--- config.mk ---
export PLATFORM = sky130hd
export DESIGN_NAME = input_tile_mac
export DESIGN_NICKNAME = d
export VERILOG_FILES = /design/src/rtl/input_tile_mac.sv
export SDC_FILE = /design/constraint.sdc
export NUM_CORES = 2
export LEC_CHECK = 0
export BUFFER_PORTS_ARGS = -buffer_cell sky130_fd_sc_hd__buf_2
export CORE_AREA = 2 2 332 301
export CTS_CLUSTER_DIAMETER = 150
export DETAILED_ROUTE_END_ITERATION = 7
export DIE_AREA = 0 0 334 303
export PLACE_DENSITY = 0.73
export RECOVER_POWER = 25
export SETUP_SLACK_MARGIN = 0.4
export SYNTH_ARGS = -nofsm -noshare
export SYNTH_HDL_FRONTEND = slang
export SYNTH_SLANG_ARGS = --single-unit
--- constraint.sdc ---
create_clock -name clk_i -period 5.2 [get_ports clk_i]
set_input_delay 1.04 -clock clk_i [delete_from_list [all_inputs] [get_ports clk_i]]
set_output_delay 1.04 -clock clk_i [all_outputs]
set_load 0.01 [all_outputs]
--- src/rtl/input_tile_mac.sv ---
// Fixed-point tile MAC: multiplies TN_P lanes per beat and accumulates over num_tiles beats into one saturated result per job.
// Latency: result valid 3 cycles after the last accepted beat; full-throughput beat acceptance in ACCUM.
// Backpressure: in_ready_o is high only in ACCUM; the result is held stable until out_ready_i. Optional ReLU: INPUT_TILE_MAC_RELU_EN.
module input_tile_mac #(
    parameter int TN_P             = 4,
    parameter int DATA_WIDTH_P     = 16,
    parameter int FRAC_BITS_P      = 8,
    parameter int ACC_WIDTH_P      = 40,
    parameter int TILE_CNT_WIDTH_P = 8
) (
    input  logic                                   clk_i,
    input  logic                                   reset_n_i,
    input  logic                                   start_i,
    input  logic [TILE_CNT_WIDTH_P-1:0]            num_tiles_i,
    input  logic [DATA_WIDTH_P-1:0]                fm_init_i,
    input  logic                                   in_valid_i,
    output logic                                   in_ready_o,
    input  logic [TN_P-1:0][DATA_WIDTH_P-1:0]      fm_i,
    input  logic [TN_P-1:0][DATA_WIDTH_P-1:0]      weights_i,
    input  logic [TN_P-1:0]                        lane_en_i,
    output logic                                   out_valid_o,
    input  logic                                   out_ready_i,
    output logic [DATA_WIDTH_P-1:0]                fm_o,
    output logic                                   sat_o,
    output logic                                   busy_o
);

    localparam int PW = 2 * DATA_WIDTH_P;

    localparam logic signed [ACC_WIDTH_P-1:0] RES_MAX =
        {{(ACC_WIDTH_P-DATA_WIDTH_P+1){1'b0}}, {(DATA_WIDTH_P-1){1'b1}}};
    localparam logic signed [ACC_WIDTH_P-1:0] RES_MIN =
        {{(ACC_WIDTH_P-DATA_WIDTH_P+1){1'b1}}, {(DATA_WIDTH_P-1){1'b0}}};

    typedef enum logic [1:0] {
        IDLE  = 2'd0,
        ACCUM = 2'd1,
        DRAIN = 2'd2,
        OUT   = 2'd3
    } state_t;

    state_t                         state_q, state_d;
    logic [TILE_CNT_WIDTH_P-1:0]    num_tiles_q, num_tiles_d;
    logic [TILE_CNT_WIDTH_P-1:0]    beat_cnt_q, beat_cnt_d;
    logic signed [ACC_WIDTH_P-1:0]  acc_q, acc_d;
    logic [TN_P-1:0][PW-1:0]        prod_q, prod_d;
    logic                           prod_vld_q, prod_vld_d;
    logic signed [ACC_WIDTH_P-1:0]  sum_q, sum_d;
    logic                           sum_vld_q, sum_vld_d;
    logic                           out_valid_q, out_valid_d;
    logic [DATA_WIDTH_P-1:0]        fm_res_q, fm_res_d;
    logic                           sat_q, sat_d;

    logic                           beat_acc;
    logic signed [ACC_WIDTH_P-1:0]  init_ext;
    logic signed [ACC_WIDTH_P-1:0]  res_shift;
    logic [DATA_WIDTH_P-1:0]        res_fm;
    logic                           res_sat;

    assign in_ready_o  = (state_q == ACCUM);
    assign busy_o      = (state_q != IDLE);
    assign out_valid_o = out_valid_q;
    assign fm_o        = fm_res_q;
    assign sat_o       = sat_q;

    assign beat_acc = (state_q == ACCUM) && in_valid_i;
    assign init_ext = {{(ACC_WIDTH_P-DATA_WIDTH_P){fm_init_i[DATA_WIDTH_P-1]}}, fm_init_i};

    // Stage 1: masked lane products; disabled lanes contribute zero.
    always_comb begin
        prod_d     = prod_q;
        prod_vld_d = beat_acc;
        if (beat_acc) begin
            for (int i = 0; i < TN_P; i++) begin
                if (lane_en_i[i]) begin
                    prod_d[i] = $signed(fm_i[i]) * $signed(weights_i[i]);
                end else begin
                    prod_d[i] = '0;
                end
            end
        end
    end

    // Stage 2: sign-extended lane sum.
    always_comb begin
        sum_d     = sum_q;
        sum_vld_d = prod_vld_q;
        if (prod_vld_q) begin
            sum_d = '0;
            for (int i = 0; i < TN_P; i++) begin
                sum_d = sum_d + {{(ACC_WIDTH_P-PW){prod_q[i][PW-1]}}, prod_q[i]};
            end
        end
    end

    // Result is computed from the next accumulator value so it is registered
    // in the same edge as the final accumulate.
    always_comb begin
        res_shift = acc_d >>> FRAC_BITS_P;
        res_fm    = res_shift[DATA_WIDTH_P-1:0];
        res_sat   = 1'b0;
        if (res_shift > RES_MAX) begin
            res_fm  = {1'b0, {(DATA_WIDTH_P-1){1'b1}}};
            res_sat = 1'b1;
        end else if (res_shift < RES_MIN) begin
            res_fm  = {1'b1, {(DATA_WIDTH_P-1){1'b0}}};
            res_sat = 1'b1;
        end
`ifdef INPUT_TILE_MAC_RELU_EN
        if (res_shift[ACC_WIDTH_P-1]) begin
            res_fm  = '0;
            res_sat = 1'b0;
        end
`endif
    end

    always_comb begin
        state_d     = state_q;
        num_tiles_d = num_tiles_q;
        beat_cnt_d  = beat_cnt_q;
        acc_d       = acc_q;
        out_valid_d = out_valid_q;
        fm_res_d    = fm_res_q;
        sat_d       = sat_q;

        if (sum_vld_q) begin
            acc_d = acc_q + sum_q;
        end

        case (state_q)
            IDLE: begin
                if (start_i) begin
                    num_tiles_d = num_tiles_i;
                    beat_cnt_d  = '0;
                    acc_d       = init_ext <<< FRAC_BITS_P;
                    state_d     = (num_tiles_i == '0) ? DRAIN : ACCUM;
                end
            end
            ACCUM: begin
                if (beat_acc) begin
                    beat_cnt_d = beat_cnt_q + TILE_CNT_WIDTH_P'(1);
                    if (beat_cnt_q == num_tiles_q - TILE_CNT_WIDTH_P'(1)) begin
                        state_d = DRAIN;
                    end
                end
            end
            DRAIN: begin
                // Once stage 1 is empty, the last sum folds into acc this cycle.
                if (!prod_vld_q) begin
                    state_d = OUT;
                end
            end
            OUT: begin
                if (out_ready_i) begin
                    state_d     = IDLE;
                    out_valid_d = 1'b0;
                end
            end
            default: state_d = IDLE;
        endcase

        if ((state_d == OUT) && (state_q != OUT)) begin
            out_valid_d = 1'b1;
            fm_res_d    = res_fm;
            sat_d       = res_sat;
        end
    end

    always_ff @(posedge clk_i or negedge reset_n_i) begin
        if (!reset_n_i) begin
            state_q     <= IDLE;
            num_tiles_q <= '0;
            beat_cnt_q  <= '0;
            acc_q       <= '0;
            prod_q      <= '0;
            prod_vld_q  <= 1'b0;
            sum_q       <= '0;
            sum_vld_q   <= 1'b0;
            out_valid_q <= 1'b0;
            fm_res_q    <= '0;
            sat_q       <= 1'b0;
        end else begin
            state_q     <= state_d;
            num_tiles_q <= num_tiles_d;
            beat_cnt_q  <= beat_cnt_d;
            acc_q       <= acc_d;
            prod_q      <= prod_d;
            prod_vld_q  <= prod_vld_d;
            sum_q       <= sum_d;
            sum_vld_q   <= sum_vld_d;
            out_valid_q <= out_valid_d;
            fm_res_q    <= fm_res_d;
            sat_q       <= sat_d;
        end
    end

endmodule

==> out/metrics.cfg <==
[finish]
drive_above_1_share=0.260
final_common_cell=inv_1
regArea_um2=6030
mostFrequentLayoutCells=1087 x inv_1, 1036 x fa_1, 756 x nand2_1, 678 x buf_4, 417 x and2_1
finish.instance_area_um2=68500
syn2layout_area_growth_pct=25.9
multi_input_area_um2=46300
nFillCells=6912
final_nets=8442

[setup_path]
required_ns=5.65
critical_path_class=in2reg
crit_fanout=8
cp_data_arrival_time_ns=6.81
crit_top_cell=fa_1
max_stage_delay_ns=0.54
crit_cells=25
cp_slowest_cell=fa_1
endpoint_kind=flip-flop
start_kind=input port
crit_start=weights_i[36]
cp_num_buf_inv=7
regToRegStartpoint=prod_q[15]
r2r_cells=14
crit_family=adder cells

[global_routing]
grt_util_all_layers=0.300
grt_pass1_wl_mm=245
first_global_vias=47648
grt.overflow.total=0
antenna_found_initial=3
grt_max_degree=114

[logic_synthesis]
synth_cells=5921
syn_area_um2=54400
muxShareOfSynthArea=0.00882
yosysUniqueCellTypes=96
yosys.area_share.simple=0.163
synth_flop_cell=dfrtp_1
synth_nets=7599
ys_ff_latch=241
synth_compound_area_frac=0.0849
yosysWarnings=0
synthAdderAreaFrac=0.503
synth_top_family_by_area=adder cells
seq_area_frac_synth=0.111
async_flop_share=1.00
synth_xor_xnor_area_share=0.0317
postSynthAreaPerCell_um2=9.18
synth-edff-count=0

[min_path]
hold_path.class=reg2reg
holdPathStages=1
hold_start=sum_q[5]

[run_status]
violations=capacitance limit, slew limit, setup timing
status=finished with violations

[timing]
relSlewSlack=-0.969
final-setup-viol-count=85
worstMarginPinSlew_ns=2.95
period_share=1.22
rsz0062_at_grt=true
timing.final.ws_setup_ns=-1.16
hold_viol=0
min_period_ns=6.36
fin_skew_ns=0.0170
drv_slew=148
fmax_mhz=157

[drt]
wl_per_cell_um=18.8
viasPerCell=5.51
first_pass_iters=6
routed_wl_mm=152
drc_errors=0
ant_nets=0
num_vias=44448
first_iter_violations=3025

[cts]
clkTransAtPathRegs_ns=0.06
cts_max_level=1
cts_hold_buf=0
cts_buffers=26
clockBufferDepth=3
root_buffer=clkbuf_16
cts.sinks=241
cts_tree=built
insertion_delay_ns=0.55

[placement]
routabilityCongestion=0.932
dp_slack_ns=-1.73
dpl-instance-area_um2=62600
hpwl_mm=120
io_buffers=180

[floorplan]
ios=181
die_area_um2=101000
coreArea_um2=97600
die_y_um=303
fp.dieW_um=334
num_rows=109
start_util=0.557

[run]
cap_violations=2

-- worst paths after layout --
path,endpoint,slack [ns]
max in group asynchronous,prod_q[52],2.02
min,sum_q[5],0.50
max reg2reg,sum_q[32],0.60
max,prod_q[93],-1.16
min reg2reg,sum_q[5],0.50
min in group asynchronous,num_tiles_q[4],1.39
-- synth_stat cells (27+ instances only) --
cell	instances	area (um^2)
xnor2_1	126	1100
a21o_1	70	526
nor2_1	183	687
nor3_1	52	260
xor2_1	71	622
nand3_1	76	380
nand2b_1	41	257
nand4_1	37	231
dfrtp_1	241	6030
nand2_1	810	3040
o21ai_0	206	1030
a21oi_1	164	821
o21a_1	32	240
and3_1	29	181
nor2b_1	28	175
clkbuf_1	193	724
mux2_2	27	304
and2_1	505	3160
fa_1	1114	22300
inv_1	1179	4430
ha_1	403	5040
-- layer usage --
metal,up-vias,track usage,wire length [um]
met3,372,0.0350,9250
met5,-,0,13
met2,1495,0.512,75000
li1,19962,-,-
met1,22617,0.411,62400
met4,2,0.0744,4880
-- cells by family (layout without fill, tap and decap cells) --
group	Yosys count	in the layout
AND/OR/NAND/NOR	1828	1828
adder cells (fa/ha/maj)	1517	1517
buffers and inverters	1394	2257
AO/OA/AOI/OAI	700	700
flip-flops	241	241
XOR/XNOR	197	197
multiplexers	44	44
other	0	2
-- state kept, by name, indices dropped and copies added, names as in the netlist --
name / count
prod_q: 128
acc_q: 40
sum_q: 35
fm_o: 16
beat_cnt_q: 8
num_tiles_q: 8
state_q: 2
out_valid_o: 1
prod_vld_q: 1
sat_o: 1
sum_vld_q: 1
-- layout make-up --
| cell class | count | area share |
|---|---|---|
| multi-input cells | 4286 | 0.677 |
| repair buffers | 1030 | 0.133 |
| flip-flops and latches | 241 | 0.0881 |
| inverters | 1179 | 0.0648 |
| well taps | 1276 | 0.0233 |
| clock buffers | 36 | 0.0112 |
| clock inverters | 12 | 0.00260 |
| diodes | 2 | 0.0000731 |
-- through the flow --
stage                     utilization  setup TNS (ns)  std cells  hold slack (ns)
after global placement          0.641         -107.55       7846            0.481
final                           0.701          -58.75       8062            0.497
after global routing            0.701          -72.74       8060            0.531
after CTS                       0.685          -51.80       8007            0.504
after detailed placement        0.641         -112.05       7846            0.489
after floorplan                     -          -56.79       5921            0.352
-- repair_timing --
action	4_1_cts	5_1_grt
gates resized for setup	649	281
buffers inserted	110	51
endpoints found under the setup margin	94	97
gates cloned	3	2
pin swaps	348	298
Power is left out: the tool's default activity adds up to more than one toggle a clock period on the data nets, which glitch-free logic cannot reach.
